File: src/rtl/debug_ctrl.sv
// CPU debug controller: run/step/breakpoint control, memory-browse address
// and a multiplexed seven-segment display of pc or mem_data.
module debug_ctrl #(
  parameter int ADDR_W   = 8,
  parameter int DATA_W   = 32,
  parameter int DIGITS   = 8,
  parameter int SCAN_DIV = 16,
  parameter int DEB_CYC  = 4
) (
  input  logic              clk,
  input  logic              reset_n,
  input  logic              cont,
  input  logic              step,
  input  logic              mem,
  input  logic              inc,
  input  logic              dec,
  input  logic              bkpt_en,
  input  logic [ADDR_W-1:0] bkpt_addr,
  input  logic [DATA_W-1:0] pc,
  input  logic [DATA_W-1:0] mem_data,
  output logic              run,
  output logic [ADDR_W-1:0] ddu_addr,
  output logic [DIGITS-1:0] an,
  output logic [6:0]        seg,
  output logic              dp,
  output logic [15:0]       led
);

  localparam logic [1:0] S_HALT  = 2'b00;
  localparam logic [1:0] S_STEP  = 2'b01;
  localparam logic [1:0] S_RUN   = 2'b10;
  localparam logic [1:0] S_BREAK = 2'b11;

  localparam int CNT_W  = $clog2(DEB_CYC + 1);
  localparam int SCAN_W = $clog2(SCAN_DIV + 1);
  localparam int DIG_W  = (DIGITS > 1) ? $clog2(DIGITS) : 1;
  localparam int EXT_W  = (DIGITS * 4 > DATA_W) ? DIGITS * 4 : DATA_W;

  logic [2:0]        w_btn;
  logic [2:0]        r_sync1;
  logic [2:0]        r_sync2;
  logic [2:0]        r_level;
  logic [2:0]        r_pulse;
  logic [CNT_W-1:0]  r_debCnt [3];

  logic [1:0]        r_state;
  logic [1:0]        w_nextState;
  logic              w_run;
  logic              w_bkptHit;
  logic              w_stepPulse;
  logic              w_incPulse;
  logic              w_decPulse;

  logic [ADDR_W-1:0] r_addr;
  logic [SCAN_W-1:0] r_scanCnt;
  logic [DIG_W-1:0]  r_digit;
  logic [DATA_W-1:0] w_value;
  logic [EXT_W-1:0]  w_valueExt;
  logic [3:0]        w_nibble;
  logic [DIGITS-1:0] w_an;
  logic [6:0]        w_seg;

  assign w_btn       = {dec, inc, step};
  assign w_stepPulse = r_pulse[0];
  assign w_incPulse  = r_pulse[1];
  assign w_decPulse  = r_pulse[2];

  // Debounced level only flips after DEB_CYC consecutive cycles of disagreement.
  always_ff @(posedge clk or negedge reset_n) begin
    if (!reset_n) begin
      r_sync1 <= '0;
      r_sync2 <= '0;
      r_level <= '0;
      r_pulse <= '0;
      for (int b = 0; b < 3; b++) r_debCnt[b] <= '0;
    end else begin
      r_sync1 <= w_btn;
      r_sync2 <= r_sync1;
      for (int b = 0; b < 3; b++) begin
        r_pulse[b] <= 1'b0;
        if (r_sync2[b] == r_level[b]) begin
          r_debCnt[b] <= '0;
        end else if (r_debCnt[b] == CNT_W'(DEB_CYC - 1)) begin
          r_level[b]  <= r_sync2[b];
          r_debCnt[b] <= '0;
          r_pulse[b]  <= r_sync2[b];
        end else begin
          r_debCnt[b] <= r_debCnt[b] + 1'b1;
        end
      end
    end
  end

  assign w_bkptHit = bkpt_en && (pc[ADDR_W-1:0] == bkpt_addr);

  always_comb begin
    w_nextState = r_state;
    w_run       = 1'b0;
    case (r_state)
      S_HALT: begin
        if (cont) w_nextState = S_RUN;
        else if (w_stepPulse) w_nextState = S_STEP;
      end
      S_STEP: begin
        w_run       = 1'b1;
        w_nextState = S_HALT;
      end
      S_RUN: begin
        // A breakpoint match stalls the CPU in the very cycle it is seen.
        w_run = !w_bkptHit;
        if (!cont) w_nextState = S_HALT;
        else if (w_bkptHit) w_nextState = S_BREAK;
      end
      default: begin
        if (!cont) w_nextState = S_HALT;
        else if (w_stepPulse) w_nextState = S_STEP;
      end
    endcase
  end

  always_ff @(posedge clk or negedge reset_n) begin
    if (!reset_n) begin
      r_state <= S_HALT;
    end else begin
      r_state <= w_nextState;
    end
  end

  always_ff @(posedge clk or negedge reset_n) begin
    if (!reset_n) begin
      r_addr <= '0;
    end else if (w_incPulse && !w_decPulse) begin
      r_addr <= r_addr + 1'b1;
    end else if (w_decPulse && !w_incPulse) begin
      r_addr <= r_addr - 1'b1;
    end
  end

  always_ff @(posedge clk or negedge reset_n) begin
    if (!reset_n) begin
      r_scanCnt <= '0;
      r_digit   <= '0;
    end else if (r_scanCnt == SCAN_W'(SCAN_DIV - 1)) begin
      r_scanCnt <= '0;
      r_digit   <= (r_digit == DIG_W'(DIGITS - 1)) ? '0 : r_digit + 1'b1;
    end else begin
      r_scanCnt <= r_scanCnt + 1'b1;
    end
  end

  assign w_value    = mem ? mem_data : pc;
  assign w_valueExt = EXT_W'(w_value);
  assign w_nibble   = w_valueExt[{r_digit, 2'b00} +: 4];

  always_comb begin
    w_an          = '1;
    w_an[r_digit] = 1'b0;
  end

  // Active-low glyphs, bit order {g,f,e,d,c,b,a}.
  always_comb begin
    w_seg = 7'b1111111;
    case (w_nibble)
      4'h0: w_seg = 7'b1000000;
      4'h1: w_seg = 7'b1111001;
      4'h2: w_seg = 7'b0100100;
      4'h3: w_seg = 7'b0110000;
      4'h4: w_seg = 7'b0011001;
      4'h5: w_seg = 7'b0010010;
      4'h6: w_seg = 7'b0000010;
      4'h7: w_seg = 7'b1111000;
      4'h8: w_seg = 7'b0000000;
      4'h9: w_seg = 7'b0010000;
      4'hA: w_seg = 7'b0001000;
      4'hB: w_seg = 7'b0000011;
      4'hC: w_seg = 7'b1000110;
      4'hD: w_seg = 7'b0100001;
      4'hE: w_seg = 7'b0000110;
      default: w_seg = 7'b0001110;
    endcase
  end

  assign run      = w_run;
  assign ddu_addr = r_addr;
  assign an       = w_an;
  assign seg      = w_seg;
  assign dp       = !((r_digit == '0) && (r_state == S_BREAK));
  assign led      = {r_state, 6'b000000, 8'(r_addr)};

endmodule

File: config.mk
export PLATFORM = sky130hd
export DESIGN_NAME = debug_ctrl
export DESIGN_NICKNAME = d
export VERILOG_FILES = /design/src/rtl/debug_ctrl.sv
export SDC_FILE = /design/constraint.sdc
export NUM_CORES = 1
export LEC_CHECK = 0
export BUFFER_PORTS_ARGS = -buffer_cell sky130_fd_sc_hd__clkbuf_2
export CAP_MARGIN = 15
export CORE_UTILIZATION = 52
export CTS_CLUSTER_DIAMETER = 30
export DETAILED_ROUTE_END_ITERATION = 7
export PLACE_DENSITY = 0.86
export SLEW_MARGIN = 40
export SYNTH_ARGS = -nofsm -noshare
export SYNTH_HDL_FRONTEND = slang
export SYNTH_SLANG_ARGS = --single-unit
File: constraint.sdc
create_clock -name clk -period 13.92 [get_ports clk]
set_input_delay 4.176 -clock clk [delete_from_list [all_inputs] [get_ports clk]]
set_output_delay 4.176 -clock clk [all_outputs]
set_load 0.02 [all_outputs]
==> results of run 1 <==
==> cell families after synthesis <==
| kind of cell | synth area share (%) |
|---|---|
| fa+ha+maj | 11.3 |
| buf+inv | 7.53 |
| mux | 15.5 |
| other cells | 0.132 |
| xor+xnor | 6.16 |
| compound gates | 11.8 |
| flops | 34.3 |
| simple gates | 13.3 |
==> registers in the layout, indices dropped and copies added, names as in the netlist <==
name,flops
ddu_addr,8
r_debCnt,9
r_digit,3
r_level,3
r_pulse,3
r_scanCnt,5
r_state,2
r_sync1,3
r_sync2,3
==> how the worst max path moves through the flow <==
stage	from	to	slack, ns	cells after the start
2_1_floorplan	mem	seg[3]	3.55	10
3_3_place_gp	mem	seg[6]	3.22	12
3_5_place_dp	mem	seg[6]	3.13	12
4_1_cts	mem	seg[6]	3.12	12
5_1_grt	mem	seg[6]	2.86	12
6_report	mem	seg[6]	3.08	12
==> through the flow <==
| stage | std cells | hold WS (ns) | total power, uW |
|---|---|---|---|
| after floorplan | 275 | 0.331 | 345 |
| after global placement | 438 | 0.334 | 388 |
| after detailed placement | 438 | 0.336 | 399 |
| after CTS | 446 | 0.354 | 482 |
| after global routing | 446 | 0.362 | 519 |
| final | 446 | 0.352 | 475 |
==> routing by layer <==
layer  part of all wire [%]  vias to the layer above  global-route usage [%]
met5                      0                        -                       0
met4                    2.4                        0                    9.81
met3                    6.1                       20                    4.94
met2                     48                       82                    35.6
met1                     44                     1079                    31.1
li1                       -                     1153                       -
==> power groups by stage <==
stage	combinational, uW	clock [uW]	sequential [uW]
3_3_place_gp	223	0	165
2_1_floorplan	166	0	180
6_report	231	78.8	165
3_5_place_dp	231	0	168
5_1_grt	261	87.3	170
4_1_cts	233	82.9	166
==> cell usage after synthesis (2+ instances only) <==
master | number | area [sq um]
dfrtp_1 | 39 | 976
ha_1 | 24 | 300
nand2_1 | 21 | 78.8
inv_1 | 17 | 63.8
nor2_1 | 15 | 56.3
a21oi_1 | 14 | 70.1
buf_4 | 14 | 105
xnor2_1 | 14 | 123
o21ai_0 | 12 | 60.1
nor2b_1 | 9 | 56.3
mux4_1 | 7 | 184
mux4_2 | 7 | 158
mux2_2 | 6 | 67.6
nor3_1 | 6 | 30.0
xor2_1 | 6 | 52.6
nand3_1 | 5 | 25.0
a22oi_1 | 4 | 30.0
a21o_1 | 3 | 22.5
and3b_1 | 3 | 26.3
buf_2 | 3 | 15.0
mux2i_1 | 3 | 30.0
nor3b_1 | 3 | 22.5
a211oi_1 | 2 | 15.0
a22oi_2 | 2 | 25.0
and2_1 | 2 | 12.5
and3_1 | 2 | 12.5
buf_6 | 2 | 22.5
clkbuf_1 | 2 | 7.51
nand2_2 | 2 | 12.5
nand3b_1 | 2 | 15.0
o22ai_1 | 2 | 12.5
==> critical path: cells and delay by family <==
family                     cells  cell delay, ns
AOI/OAI and AO/OA              5            0.79
buffers and inverters          4            0.81
and+or+nand+nor                1            0.09
muxes                          1            0.58
adders and majority gates      1            0.22
==> cell type report <==
class	instances	area [sq um]	share of cell area, %
clock buffer	6	82.6	2.38
sequential	39	977	28.2
multi-input combinational	198	1670	48.1
timing repair buffer	114	573	16.5
tap	70	87.6	2.52
inverter	17	63.8	1.84
clock inverter	2	16.3	0.469
==> placed cells by master, fill, tap and decap left out, types with 9 or more instances in the layout <==
cell type  instances
a21oi_1           14
nor2_1            15
nand2_1           21
inv_1             17
clkbuf_2         113
ha_1              24
nor2b_1            9
o21ai_0           12
dfrtp_1           38
xnor2_1           14
==> qor.csv, run 1 <==
metric,value,unit
status,"complete, no violations",
Synth Flop Type,dfrtp_1,
Routed Wire Length,6.07,mm
Hold Path Class,reg -> reg,
yosys warns,0,
CP peak stage delay,0.58,ns
antenna cell count,0,
relative slew slack,62.9,%
reg2reg start,r_pulse[1]$_DFF_PN0_,
drt drc,0,
vias per cell,5.23,
"most used cell, CP",a21oi_1,
Reg-to-Reg End,ddu_addr[7]$_DFFE_PN0P_,
via count,2334,
"Avg Cell Area, Syn",10.5,sq um
Filler cells,430,
wire length per cell,13.6,um
Area Overhead vs Synth,22.1,%
register share of total power,34.8,%
"Cell Area, Synth",2840,sq um
worst reg2reg setup slack,11.60,ns
sw frac,40.5,%
Setup-failing EPs final,0,
final antenna-violating net count,0,
"FFs w/ async S/R, synth",100,%
Synth Register Bits,39,
die height,75.9,um
row count,26,
kind of critical path,in -> out,
Sum Neg Setup Slack,0,ns
initial antenna violation count,0,
htree depth,2,
"Req. time, crit path",9.74,ns
Tmin final,10.84,ns
grt ovf,0,
Gate power share,48.7,%
Max rail drop VDD,77.2,uV
crit path max fanout,18,
Finished Core Util,67.1,%
WHS Path Cells,0,
post-cts resize count,0,
worst-path cell chain,"clkbuf_2, mux4_2, nand2_1, o2111ai_1, a21oi_1, inv_1, ha_1, inv_1, a21oi_1, a21oi_1, o22ai_1, clkbuf_2",
Final nets,480,
"Clk Latency, worst-skew pair",0.29,ns
root buffer cell,clkbuf_8,
Initial Util,54.9,%
Core ar.,5170,sq um
Worst-Margin Slew,0.557,ns
Clock Skew,0.00287,ns
RSZ-0062 raised after global routing,no,
clk buf depth,2,
Num CTS Buffers,5,
number of port buffers,114,
Ports,121,
clock slew at reported path FFs,0.07,ns
Placement Setup Slack,3.13,ns
CP max-delay cell,mux4_2,
Initial DRC Count,94,
gate count of the mapped netlist,270,
critical path endpoint category,output pin,
Final Wtd Congestion,0.856,
HPWL Detailed,4.96,mm
Int Pwr,282,uW
hold_sp,r_sync1[1]$_DFF_PN0_,
R2R cell count,9,
placed cell area,3370,sq um
Post-synth EDFFs,0,
"Slew Viols, Final",0,
number of global-route vias before repair,2347,
worst setup margin,3.08,ns
hold_buf cts,0,
Lkg Pwr,0.00180,uW
CTS tree,done,
CTS Sinks,39,
post-route cell area,3470,sq um
CP Launch Type,input port,
Net Sw Power,193,uW
share of cells above drive strength 1,38.3,%
Die X,75.9,um
Max Fclk,0.0922,GHz
postcts setup bufs,0,
critical path arrival,6.66,ns
crit share post-route,77.9,%
All-Layer GR Usage,22.9,%
Die ar.,5760,sq um
Clock Power Share,16.6,%
post-synthesis sequential area ratio,34.3,%
count of final hold-check violations,0,
total of max-cap violations,0,
First-pass DRT Iterations,4,
first-pass GRT wire length,10.6,mm
largest net degree at the start of global routing,40,
pwr/cell area,137,nW/um^2
Yosys cell types,48,
end of the worst hold path,r_sync2[1]$_DFF_PN0_,
(Power assumes the default switching activity.)
==> run 2: changes to the inputs <==
--- a/config.mk
+++ b/config.mk
@@ -7,10 +7,10 @@
 export LEC_CHECK = 0
 export BUFFER_PORTS_ARGS = -buffer_cell sky130_fd_sc_hd__clkbuf_2
 export CAP_MARGIN = 15
-export CORE_UTILIZATION = 52
+export CORE_UTILIZATION = 44
 export CTS_CLUSTER_DIAMETER = 30
 export DETAILED_ROUTE_END_ITERATION = 7
-export PLACE_DENSITY = 0.86
+export PLACE_DENSITY = 0.78
 export SLEW_MARGIN = 40
 export SYNTH_ARGS = -nofsm -noshare
 export SYNTH_HDL_FRONTEND = slang
==> constraint.sdc (replaced) <==
create_clock -name clk -period 8.8 [get_ports clk]
set_input_delay 2.64 -clock clk [delete_from_list [all_inputs] [get_ports clk]]
set_output_delay 2.64 -clock clk [all_outputs]
set_load 0.02 [all_outputs]
==> run 2 against run 1 <==
Against the previous run: flip-flop and latch count stayed put; die area is 18% higher; setup slack worse by 2.1 ns; final cell count is 1.1% higher; clock skew hardly changed; count of clock-buffer cells in the layout stayed put; power is 56% higher; hold slack worse by 0.00059 ns; clock power is 48% higher; sequential power is 59% higher; critical endpoint unchanged; highest routed layer unchanged.
==> qor.csv, run 2 (synthesis results as in run 1) <==
metric,value,unit
row count,28,
"Slew Viols, Final",0,
first-pass GRT wire length,9.58,mm
RSZ-0062 raised after global routing,no,
"Clk Latency, worst-skew pair",0.29,ns
root buffer cell,clkbuf_8,
Setup-failing EPs final,0,
antenna cell count,0,
hold_buf cts,0,
Placement Setup Slack,1.04,ns
"most common cell after layout, fill and taps aside",clkbuf_2,
relative slew slack,62.9,%
total of max-cap violations,0,
Hold Path Class,reg -> reg,
Max rail drop VDD,131,uV
R2R cell count,9,
Clock Skew,0.00287,ns
hold_sp,r_sync1[1]$_DFF_PN0_,
number of port buffers,114,
First-pass DRT Iterations,5,
Final nets,480,
CTS Sinks,39,
CP Launch Type,input port,
HPWL Detailed,5.22,mm
Clock Power Share,15.7,%
crit path max fanout,18,
Max Fclk,0.127,GHz
All-Layer GR Usage,18.8,%
Tmin final,7.84,ns
GRT met2 Usage,29.8,%
clock slew at reported path FFs,0.07,ns
sw frac,41.0,%
Lkg Pwr,0.00179,uW
reg2reg start,r_pulse[1]$_DFF_PN0_,
placed cell area,3380,sq um
initial antenna violation count,0,
vias per cell,5.26,
Die X,82.4,um
pwr/cell area,214,nW/um^2
Filler cells,530,
register share of total power,35.2,%
Int Pwr,438,uW
Initial Util,46.9,%
drt drc,0,
worst reg2reg setup slack,6.47,ns
"commonest non-fill, non-tap cells in the layout","clkbuf_2 (113), dfrtp_1 (38), ha_1 (24)",
Num CTS Buffers,5,
dpl cells,443,
Routed Wire Length,6.42,mm
Final Wtd Congestion,1.03,
most used routing layer,met2,
grt ovf,0,
share of cells above drive strength 1,38.0,%
wire length per cell,14.2,um
clk buf depth,2,
status,"complete, no violations",
Gate power share,49.0,%
Initial DRC Count,139,
CTS tree,done,
kind of critical path,in -> out,
worst setup margin,0.957,ns
end of the worst hold path,r_sync2[1]$_DFF_PN0_,
Area Overhead vs Synth,21.9,%
Ports,121,
crit share post-route,89.1,%
Net Sw Power,305,uW
post-route cell area,3460,sq um
postcts setup bufs,0,
Worst-Margin Slew,0.557,ns
Finished Core Util,57.1,%
Register Area,977,sq um
critical path endpoint category,output pin,
WHS Path Cells,0,
final antenna-violating net count,0,
Sum Neg Setup Slack,0,ns
count of final hold-check violations,0,
Die ar.,6780,sq um
"Req. time, crit path",6.16,ns
largest net degree at the start of global routing,40,
Core ar.,6060,sq um
Layout Cells excl Fill,451,
critical path arrival,5.20,ns
footprint of the multi-input gates,1670,sq um
via count,2371,
met3 Use GR,4.07,%
Reg-to-Reg End,ddu_addr[7]$_DFFE_PN0P_,
number of global-route vias before repair,2166,
htree depth,2,
Top reg by flops,r_debCnt,
die height,82.4,um
max reg flops,9,
post-cts resize count,0,
met1 usage,25.1,%
==> run 2: cell counts in the layout (fill, tap and decap cells not counted) <==
Identical to the previous run, type by type.
==> run 2: per-stage QoR <==
| stage | power, uW | hold slack [ns] |
|---|---|---|
| floorplan | 546 | 0.331 |
| global placement | 616 | 0.334 |
| detailed placement | 629 | 0.335 |
| CTS | 750 | 0.352 |
| global route | 810 | 0.365 |
| finish | 742 | 0.351 |
==> run 2: layout make-up <==
| cell class | instances | area share [%] |
|---|---|---|
| Multi-Input combinational cell | 198 | 48.2 |
| Clock inverter | 2 | 0.361 |
| Clock buffer | 6 | 2.10 |
| Timing Repair Buffer | 114 | 16.5 |
| Tap cell | 75 | 2.71 |
| Sequential cell | 39 | 28.2 |
| Inverter | 17 | 1.84 |
==> run 2: critical path, cell delays in order <==
cell and delay, ns:
clkbuf_2 0.44, mux4_2 0.57, nand2_1 0.09, o2111ai_1 0.09
a21oi_1 0.37, inv_1 0.13, ha_1 0.22, inv_1 0.09
a21oi_1 0.08, a21oi_1 0.19, o22ai_1 0.12, clkbuf_2 0.17
==> run 2: power by group through the flow <==
stage / Clock [uW] / Sequential (uW) / Combinational [uW]
after global placement: 0 / 263 / 353
final: 117 / 262 / 364
after floorplan: 0 / 284 / 262
after global routing: 129 / 270 / 411
after detailed placement: 0 / 267 / 362
after CTS: 121 / 263 / 366
==> run 2: metal layers <==
metal | vias to the layer above | part of all wire, %
met5 | - | 0
met4 | 0 | 1.5
met3 | 14 | 7.2
met2 | 87 | 50
met1 | 1115 | 42
li1 | 1155 | -
==> run 2: worst max-delay path by stage <==
stage	slack [ns]	end	from	cells after the start
after floorplan	1.51	seg[3]	mem	10
after global placement	1.21	seg[6]	mem	12
after detailed placement	1.04	seg[6]	mem	12
after CTS	1.04	seg[6]	mem	12
after global routing	0.81	seg[6]	mem	12
final	0.96	seg[6]	mem	12
